## src/rtl/rv32c_fetch_aligner_if.sv

```systemverilog
// Fetch aligner bus bundle: instruction-memory read port, redirect input and
// the instruction presentation handshake toward the expander/decode stage.
interface rv32c_fetch_aligner_if;
    logic        imem_req;
    logic [31:0] imem_addr;
    logic        imem_ack;
    logic [31:0] imem_rdata;
    logic        redirect;
    logic [31:0] redirect_pc;
    logic        stall;
    logic        inst_valid;
    logic [31:0] inst_out;
    logic        inst_is_c;
    logic [31:0] inst_pc;

    modport master (
        output imem_req, imem_addr,
        input  imem_ack, imem_rdata,
        input  redirect, redirect_pc, stall,
        output inst_valid, inst_out, inst_is_c, inst_pc
    );

    modport slave (
        input  imem_req, imem_addr,
        output imem_ack, imem_rdata,
        output redirect, redirect_pc, stall,
        input  inst_valid, inst_out, inst_is_c, inst_pc
    );
endinterface

```

## src/rtl/rv32c_fetch_aligner.sv

```systemverilog
// RV32C fetch aligner: word-aligned imem reads realigned into a 3-halfword
// parcel buffer, presenting one 16- or 32-bit instruction per handshake.
module rv32c_fetch_aligner #(
    parameter logic [31:0] RESET_PC = 32'h0000_0200
) (
    input  logic                  CLK,
    input  logic                  nRST,
    rv32c_fetch_aligner_if.master bus
);
    localparam int unsigned HW_W  = 16;
    localparam int unsigned BUF_W = 3 * HW_W;
    localparam int unsigned XLEN  = 32;

    typedef enum logic [1:0] {
        IDLE    = 2'd0,
        WAIT    = 2'd1,
        DISCARD = 2'd2
    } state_t;

    state_t            state_q, state_d;
    logic [BUF_W-1:0]  buf_q, buf_d;
    logic [1:0]        cnt_q, cnt_d;
    logic [XLEN-1:0]   fetch_pc_q, fetch_pc_d;
    logic [XLEN-1:0]   inst_pc_q, inst_pc_d;
    logic [XLEN-1:0]   addr_q, addr_d;
    logic              drop_low_q, drop_low_d;

    logic [HW_W-1:0]   head_c;
    logic              head_is_c;
    logic              valid_c;
    logic [1:0]        pop_n;
    logic [1:0]        cnt_pop;
    logic [1:0]        app_n;
    logic [XLEN-1:0]   app_data;
    logic [BUF_W-1:0]  shifted;
    logic [BUF_W-1:0]  appended;

    // Presentation is decoded from registered buffer state only.
    assign head_c    = buf_q[HW_W-1:0];
    assign head_is_c = (head_c[1:0] != 2'b11);
    assign valid_c   = head_is_c ? (cnt_q != 2'd0) : (cnt_q >= 2'd2);

    assign bus.inst_valid = valid_c;
    assign bus.inst_is_c  = valid_c & head_is_c;
    assign bus.inst_out   = !valid_c  ? '0 :
                            head_is_c ? {16'h0, head_c} : buf_q[2*HW_W-1:0];
    assign bus.inst_pc    = inst_pc_q;
    assign bus.imem_req   = (state_q != IDLE);
    assign bus.imem_addr  = addr_q;

    always_comb begin
        state_d    = state_q;
        buf_d      = buf_q;
        cnt_d      = cnt_q;
        fetch_pc_d = fetch_pc_q;
        inst_pc_d  = inst_pc_q;
        addr_d     = addr_q;
        drop_low_d = drop_low_q;
        pop_n      = 2'd0;
        app_n      = 2'd0;
        app_data   = '0;

        if (valid_c && !bus.stall && !bus.redirect) begin
            pop_n = head_is_c ? 2'd1 : 2'd2;
        end
        cnt_pop = cnt_q - pop_n;

        case (pop_n)
            2'd1:    shifted = {16'h0, buf_q[BUF_W-1:HW_W]};
            2'd2:    shifted = {32'h0, buf_q[BUF_W-1:2*HW_W]};
            default: shifted = buf_q;
        endcase

        // A refill only lands when at most one halfword survives the pop.
        if (state_q == WAIT && bus.imem_ack) begin
            app_n    = drop_low_q ? 2'd1 : 2'd2;
            app_data = drop_low_q ? {16'h0, bus.imem_rdata[31:16]} : bus.imem_rdata;
        end
        appended = cnt_pop[0] ? {app_data, 16'h0} : {16'h0, app_data};

        if (bus.redirect) begin
            cnt_d      = 2'd0;
            buf_d      = '0;
            inst_pc_d  = bus.redirect_pc & 32'hFFFF_FFFE;
            fetch_pc_d = bus.redirect_pc & 32'hFFFF_FFFC;
            drop_low_d = bus.redirect_pc[1];
            if ((state_q == WAIT || state_q == DISCARD) && !bus.imem_ack) begin
                state_d = DISCARD;
            end else begin
                state_d = IDLE;
            end
        end else begin
            buf_d     = shifted | appended;
            cnt_d     = cnt_pop + app_n;
            inst_pc_d = inst_pc_q + XLEN'({pop_n, 1'b0});
            case (state_q)
                IDLE: begin
                    if (cnt_pop <= 2'd1) begin
                        state_d = WAIT;
                        addr_d  = fetch_pc_q;
                    end
                end
                WAIT: begin
                    if (bus.imem_ack) begin
                        fetch_pc_d = fetch_pc_q + 32'd4;
                        drop_low_d = 1'b0;
                        state_d    = IDLE;
                    end
                end
                DISCARD: begin
                    if (bus.imem_ack) begin
                        state_d = IDLE;
                    end
                end
                default: state_d = IDLE;
            endcase
        end
    end

    always_ff @(posedge CLK or negedge nRST) begin
        if (!nRST) begin
            state_q    <= IDLE;
            buf_q      <= '0;
            cnt_q      <= 2'd0;
            fetch_pc_q <= RESET_PC & 32'hFFFF_FFFC;
            inst_pc_q  <= RESET_PC & 32'hFFFF_FFFE;
            addr_q     <= RESET_PC & 32'hFFFF_FFFC;
            drop_low_q <= RESET_PC[1];
        end else begin
            state_q    <= state_d;
            buf_q      <= buf_d;
            cnt_q      <= cnt_d;
            fetch_pc_q <= fetch_pc_d;
            inst_pc_q  <= inst_pc_d;
            addr_q     <= addr_d;
            drop_low_q <= drop_low_d;
        end
    end
endmodule

```

## src/flat_wrapper.sv

```systemverilog
// flat-port wrapper written by rule: the top's interface ports become plain ports
module rv32c_fetch_aligner_flat 
#(
    parameter logic [31:0] RESET_PC = 32'h0000_0200
)
  (CLK, nRST, bus_imem_req, bus_imem_addr, bus_imem_ack, bus_imem_rdata, bus_redirect, bus_redirect_pc, bus_stall, bus_inst_valid, bus_inst_out, bus_inst_is_c, bus_inst_pc);
  rv32c_fetch_aligner_if bus_i ();
  input  logic CLK;
  input  logic nRST;
  output wire logic [$bits(bus_i.imem_req)-1:0] bus_imem_req;
  output wire logic [$bits(bus_i.imem_addr)-1:0] bus_imem_addr;
  input wire logic [$bits(bus_i.imem_ack)-1:0] bus_imem_ack;
  input wire logic [$bits(bus_i.imem_rdata)-1:0] bus_imem_rdata;
  input wire logic [$bits(bus_i.redirect)-1:0] bus_redirect;
  input wire logic [$bits(bus_i.redirect_pc)-1:0] bus_redirect_pc;
  input wire logic [$bits(bus_i.stall)-1:0] bus_stall;
  output wire logic [$bits(bus_i.inst_valid)-1:0] bus_inst_valid;
  output wire logic [$bits(bus_i.inst_out)-1:0] bus_inst_out;
  output wire logic [$bits(bus_i.inst_is_c)-1:0] bus_inst_is_c;
  output wire logic [$bits(bus_i.inst_pc)-1:0] bus_inst_pc;
  assign bus_imem_req = bus_i.imem_req;
  assign bus_imem_addr = bus_i.imem_addr;
  assign bus_i.imem_ack = bus_imem_ack;
  assign bus_i.imem_rdata = bus_imem_rdata;
  assign bus_i.redirect = bus_redirect;
  assign bus_i.redirect_pc = bus_redirect_pc;
  assign bus_i.stall = bus_stall;
  assign bus_inst_valid = bus_i.inst_valid;
  assign bus_inst_out = bus_i.inst_out;
  assign bus_inst_is_c = bus_i.inst_is_c;
  assign bus_inst_pc = bus_i.inst_pc;
  rv32c_fetch_aligner #(.RESET_PC(RESET_PC)) u_core (.CLK(CLK), .nRST(nRST), .bus(bus_i));
endmodule
```

## config.mk

```make
export PLATFORM = sky130hd
export DESIGN_NAME = rv32c_fetch_aligner_flat
export DESIGN_NICKNAME = d
export VERILOG_FILES = /design/src/rtl/rv32c_fetch_aligner_if.sv /design/src/rtl/rv32c_fetch_aligner.sv /design/src/flat_wrapper.sv
export SDC_FILE = /design/constraint.sdc
export NUM_CORES = 1
export LEC_CHECK = 0
export ABC_CLOCK_PERIOD_IN_PS = 2500
export BUFFER_PORTS_ARGS = -buffer_cell sky130_fd_sc_hd__clkbuf_2
export CAP_MARGIN = 10
export CORE_MARGIN = 2
export CORE_UTILIZATION = 40
export CTS_CLUSTER_DIAMETER = 100
export DETAILED_ROUTE_END_ITERATION = 12
export REMOVE_ABC_BUFFERS = 1
export SLEW_MARGIN = 25
export SYNTH_ARGS = -nofsm -noshare
export SYNTH_HDL_FRONTEND = slang
export SYNTH_SLANG_ARGS = --single-unit
```

## constraint.sdc

```tcl
create_clock -name CLK -period 2.5 [get_ports CLK]
set_input_delay 0.125 -clock CLK [delete_from_list [all_inputs] [get_ports CLK]]
set_output_delay 0.125 -clock CLK [all_outputs]
set_load 0.01 [all_outputs]
```

# Word level (Yosys, flattened, before mapping)
# Cells that the tools add are included.
[word_totals] ff_bits=149 latch_bits=0 ram_bits=0 rom_bits=0 input_bits=69 output_inout_bits=99 wordCells=65 mem_count=0
[op_classes] addsub=4 n_mul=0 div=0 order_cmp=2 eq_ne=7 shift=0 muxes=25 n_bitwise=3 reduce_logical=17
[ops] op="two-way mux 32 bit" n=8
[ops] op="two-way mux 48 bit" n=2
[ops] op="case mux 48 bit (2 select lines)" n=1
[ops] op="OR 48 bit" n=1
[ops] op="adder 32 x 3 -> 32 bit" n=1
[ops] op="adder 32 x 3 -> 32 bit, second input constant" n=1
[ops] op="two-way mux 2 bit" n=9
[ops] op="nonzero test 2 bit" n=4
[ops] op="equality test 2 x 1 -> 1 bit, second input constant" n=2
[ops] op="equality test 2 bit, second input constant" n=2
[ops] op="logical AND 1 bit" n=4
[ops] op="two-way mux 1 bit" n=4
[ops] op="case mux 2 bit (2 select lines)" n=1
[ops] op="AND reduction 2 bit" n=2
[ops] op="zero test 1 bit" n=3
[ops] op="inequality test 3 x 1 -> 1 bit, second input constant" n=1
[ops] op="inequality test 3 x 2 -> 1 bit, second input constant" n=1
[ops] op="AND reduction 3 bit" n=1
[ops] op="adder 2 bit" n=1
[ops] op="greater-or-equal comparator 2 bit, second input constant" n=1
[ops] op="<= comparator 2 x 1 -> 1 bit, second input constant" n=1
[ops] op="zero test 2 bit" n=1
[ops] op="inequality test 2 bit, second input constant" n=1
[ops] op="OR reduction 2 bit" n=1
[ops] op="4 further kinds" n=4

# Depth between registers and ports, before layout
[logic_depth] ltp_word=10 depth_mapped=12 ltp_nobuf=8

# Worst setup path after synthesis
# No wires, ideal clock.
[synth_path] kind="register to register" start="register u_core.buf_q[0]" end="register u_core.inst_pc_q[27] (netlist: u_core.bus.inst_pc[27])" setup_ps=94 arrival_time_ps=2628 required_ps=2406 setup_slack_ps=-222 path_stages_with_launch=12 path_buffers=4 period_less_slack_ps=2722 path_cell_list="dfrtp_1 and3_1 clkbuf_1 and2_1 clkbuf_1 buf_2 fa_1 clkbuf_1 and3_1 nand4_1 or3_1 a211oi_1"
[synth_between] elab_chain_cells=7 elab_cells_between_ends=8 cone_classes="1 x add/sub; 1 x eq/ne; 4 x mux; 2 x reduce/logical"
[synth_rtl] element="start, declared" line_no="rv32c_fetch_aligner.sv:21" text="logic [BUF_W-1:0] buf_q, buf_d;"
[synth_rtl] element="start signal, assigned" line_no="rv32c_fetch_aligner.sv:131" text="buf_q <= buf_d;"
[synth_rtl] element="inequality test 2 bit *" line_no="rv32c_fetch_aligner.sv:40" text="assign head_is_c = (head_c[1:0] != 2'b11);"
[synth_rtl] element="two-way mux 1 bit" line_no="rv32c_fetch_aligner.sv:41" text="assign valid_c = head_is_c ? (cnt_q != 2'd0) : (cnt_q >= 2'd2);"
[synth_rtl] element="logical AND 1 bit (2 in series)" line_no="rv32c_fetch_aligner.sv:63" text="if (valid_c && !bus.stall && !bus.redirect) begin"
[synth_rtl] element="two-way mux 2 bit *" line_no="rv32c_fetch_aligner.sv:63"
[synth_rtl] element="adder 32 x 3 -> 32 bit *" line_no="rv32c_fetch_aligner.sv:95" text="inst_pc_d = inst_pc_q + XLEN'({pop_n, 1'b0});"
[synth_rtl] element="two-way mux 32 bit *" line_no="rv32c_fetch_aligner.sv:81" text="if (bus.redirect) begin"
[synth_rtl] element="net u_core.inst_pc_d[27]" line_no="rv32c_fetch_aligner.sv:24" text="logic [XLEN-1:0] inst_pc_q, inst_pc_d;"
[synth_rtl] element="end signal, assigned" line_no="rv32c_fetch_aligner.sv:126" text="inst_pc_q <= RESET_PC & 32'hFFFF_FFFE;"
[synth_rtl] element="end signal, assigned" line_no="rv32c_fetch_aligner.sv:134" text="inst_pc_q <= inst_pc_d;"
[synth_rtl] element="end, declared" line_no="rv32c_fetch_aligner.sv:24"
# Mark *: on every way through the listed nets, which the timed path passes. The rest lies on a longest branch.
# A chain may end at the register's enable or synchronous reset.

# Worst setup path after layout
[layout_path] start="register u_core.buf_q[0]" end="register u_core.inst_pc_q[25] (netlist: u_core.bus.inst_pc[25])"
# The elaborated chain is that of the path after synthesis.

==> flow_summary.json <==
{
  "status": "complete, no violations",
  "post-route-min-period_ns": 2.35,
  "crit_fanout": 6,
  "grt_antenna_before_repair": 0,
  "synth.area.top_cells": "dfrtp_1 45%, mux2_2 6.8%, a22oi_1 3.2%",
  "clkTransAtPathRegs_ns": 0.06,
  "path_class": "reg -> reg",
  "dp_slack_ns": 0.125,
  "nFillCells": 1800,
  "setup_slack_ns": 0.153,
  "wl_met3_um": 1460,
  "slowest_stage": "dfrtp_2",
  "die_w_um": 144,
  "place_area_um2": 9010,
  "yosysTopAreaCellShare": 0.453,
  "diodes": 0,
  "cp_cell_sequence": "nand2_1 > o211a_1 > ha_2 > fa_1 > and3_1 > nand4_1 > buf_4 > or3_1 > a211oi_1",
  "yosysSeqAreaShare": 0.463,
  "grt_overflow": 0,
  "die_area_um2": 20600,
  "start_kind": "register",
  "synthTopCellsByCount": "141 x dfrtp_1, 66 x nor2_1, 50 x nand2_1, 47 x mux2_2, 38 x a21oi_1",
  "cellInternalPower_mw": 5.95,
  "grt_pass1_wl_um": 35800,
  "path_buf_inv": 1,
  "layout-drive-gt1-share": 0.301,
  "drv_cap": 0,
  "min-delay-path-class": "in -> reg",
  "tns_ns": 0,
  "timing.fmax_mhz": 426,
  "gp_congestion": 0.802,
  "num_rows": 51,
  "drv_slew": 0,
  "synth_edf_count": 0,
  "p_sw_frac": 0.308,
  "power.density_nw_per_um2": 868,
  "crit_path_end_kind": "register",
  "startpoint": "u_core.buf_q[0]",
  "cp_top_family": "simple AND/OR/NAND/NOR gates",
  "vias": 6943,
  "cts_tree": "yes",
  "async_reset_ff_frac": 1.00,
  "met2WireLength_um": 10300,
  "clockBufferDepth": 2,
  "start_util": 0.404,
  "fin_area_um2": 9920,
  "clock_power_share": 0.354,
  "top_layer_used": "met4",
  "drc": 0,
  "syn_area_um2": 7790,
  "io_pins": 168,
  "synthCells": 784,
  "cts.sinks": 144,
  "p_sw_mw": 2.65,
  "period_share": 0.939,
  "power.leakage_nw": 4.32,
  "drtIter0Drc": 487,
  "dp_cells": 1189,
  "multi_input_area_um2": 3900,
  "firstDrtPassIters": 5,
  "ant_nets": 0,
  "design.core.area_um2": 19300,
  "syn2layout_area_growth_pct": 27.3,
  "cts_root_buffer": "clkbuf_16",
  "synth_largest_area_cell": "dfrtp_1",
  "dpl.hpwl_um": 15400,
  "met1_length_um": 10600,
  "finClkSkew_ns": 0.00753,
  "grt_max_degree": 113,
  "fin_cells": 1239,
  "wl_per_cell_um": 18.2,
  "syn_avg_cell_area_um2": 9.94,
  "yosys_warnings": 0,
  "rr_startpoint": "u_core.buf_q[0]",
  "power_frac_comb": 0.277,
  "grtUsageTotal": 0.223,
  "pwr-share-seq": 0.369,
  "relSlewSlack": 0.560,
  "min-delay-start": "bus_imem_rdata[24]",
  "routed_wl_um": 22600,
  "hold-worst-slack_ns": 0.0150,
  "hold_violations": 0,
  "crit_arrival_ns": 2.68,
  "nets": 1038,
  "ys_ff_latch": 144,
  "synth_cell_types": 56,
  "cts_htree_levels": 4,
  "slowest_delay_ns": 0.44,
  "power_mw": 8.61,
  "final_util": 0.515,
  "required_ns": 2.83,
  "via_per_inst": 5.60,
  "clk_latency_ns": 0.42,
  "chipHeight_um": 144,
  "register_area_um2": 3610,
  "yosysMostFrequentCell": "dfrtp_1",
  "port-buffer-count": 163,
  "finalSetupViolCount": 0,
  "synth_flop_cell": "dfrtp_1",
  "grt_pass1_vias": 6597,
  "cts_buffers": 17,
  "ir_worst_vdd_mv": 0.601,
  "worst_pin_slew_ns": 0.654
}
-- cell type report --
cell class                 count  share of cell area
clock buffer                  24              0.0526
clock inverter                 8              0.0196
inverter                      18             0.00681
multi-input combinational    567               0.394
sequential                   144               0.364
tap                          265              0.0334
timing repair buffer         213               0.130
-- cells in the final DEF (no fill, tap or decap), types with 19 or more instances in the layout --
master	instances
nor2b_1	28
clkbuf_2	161
xnor2_1	22
dfrtp_1	140
nand2_1	50
and4_1	23
and2_1	20
mux2_2	47
nor3_1	29
a21oi_1	38
buf_4	30
a22oi_1	33
a211oi_1	19
nor2_1	66
nand4_1	22
-- tightest hold or removal path, cell delays in order --
cell	delay, ns
clkbuf_2	0.11
a22oi_1	0.08
nor2_1	0.08
-- flip-flops by register name (all words and copies together), names as in the netlist --
register              cells
u_core.buf_q             48
u_core.bus.imem_addr     30
u_core.drop_low_q         1
u_core.bus.inst_pc       31
u_core.fetch_pc_q        30
u_core.cnt_q              2
u_core.state_q            2
-- path summary, 6_finish.rpt --
path | to | slack, ns | cells after the start
setup reg to reg | u_core.bus.inst_pc[25] | 0.15 | 9
setup / recovery | u_core.bus.inst_pc[25] | 0.15 | 9
hold / removal | u_core.buf_q[40] | 0.02 | 3
min in group asynchronous | u_core.buf_q[27] | 0.24 | 2
max in group asynchronous | u_core.fetch_pc_q[18] | 1.42 | 3
hold reg to reg | u_core.bus.imem_addr[29] | 0.50 | 1
-- cells by family after synthesis --
kind of cell    synth area share
xor+xnor                  0.0281
buf+inv                   0.0398
compound gates             0.148
flops                      0.463
fa+ha+maj                 0.0138
other cells             0.000481
mux                       0.0926
simple gates               0.215
-- power groups by stage --
stage          Clock [mW]  Combinational [mW]  Sequential (mW)
6_report             3.05                2.38             3.17
3_3_place_gp            0                2.34             3.21
2_1_floorplan           0                1.24             3.27
4_1_cts              3.10                2.40             3.17
5_1_grt              3.21                2.62             3.24
3_5_place_dp            0                2.37             3.21
-- what timing repair did --
action                                 CTS  global route
buffers inserted                         0             1
gates resized for setup                  0             4
setup endpoints to repair                0             7
hold buffers                            17             0
endpoints found under the hold margin   77             0
-- routing by layer --
| metal | up-vias | GRT usage |
|---|---|---|
| met4 | 0 | 0.0676 |
| met1 | 3418 | 0.322 |
| met5 | - | 0 |
| met2 | 226 | 0.338 |
| li1 | 3272 | - |
| met3 | 27 | 0.0453 |
Note: power is estimated with default switching activity, not from simulation.
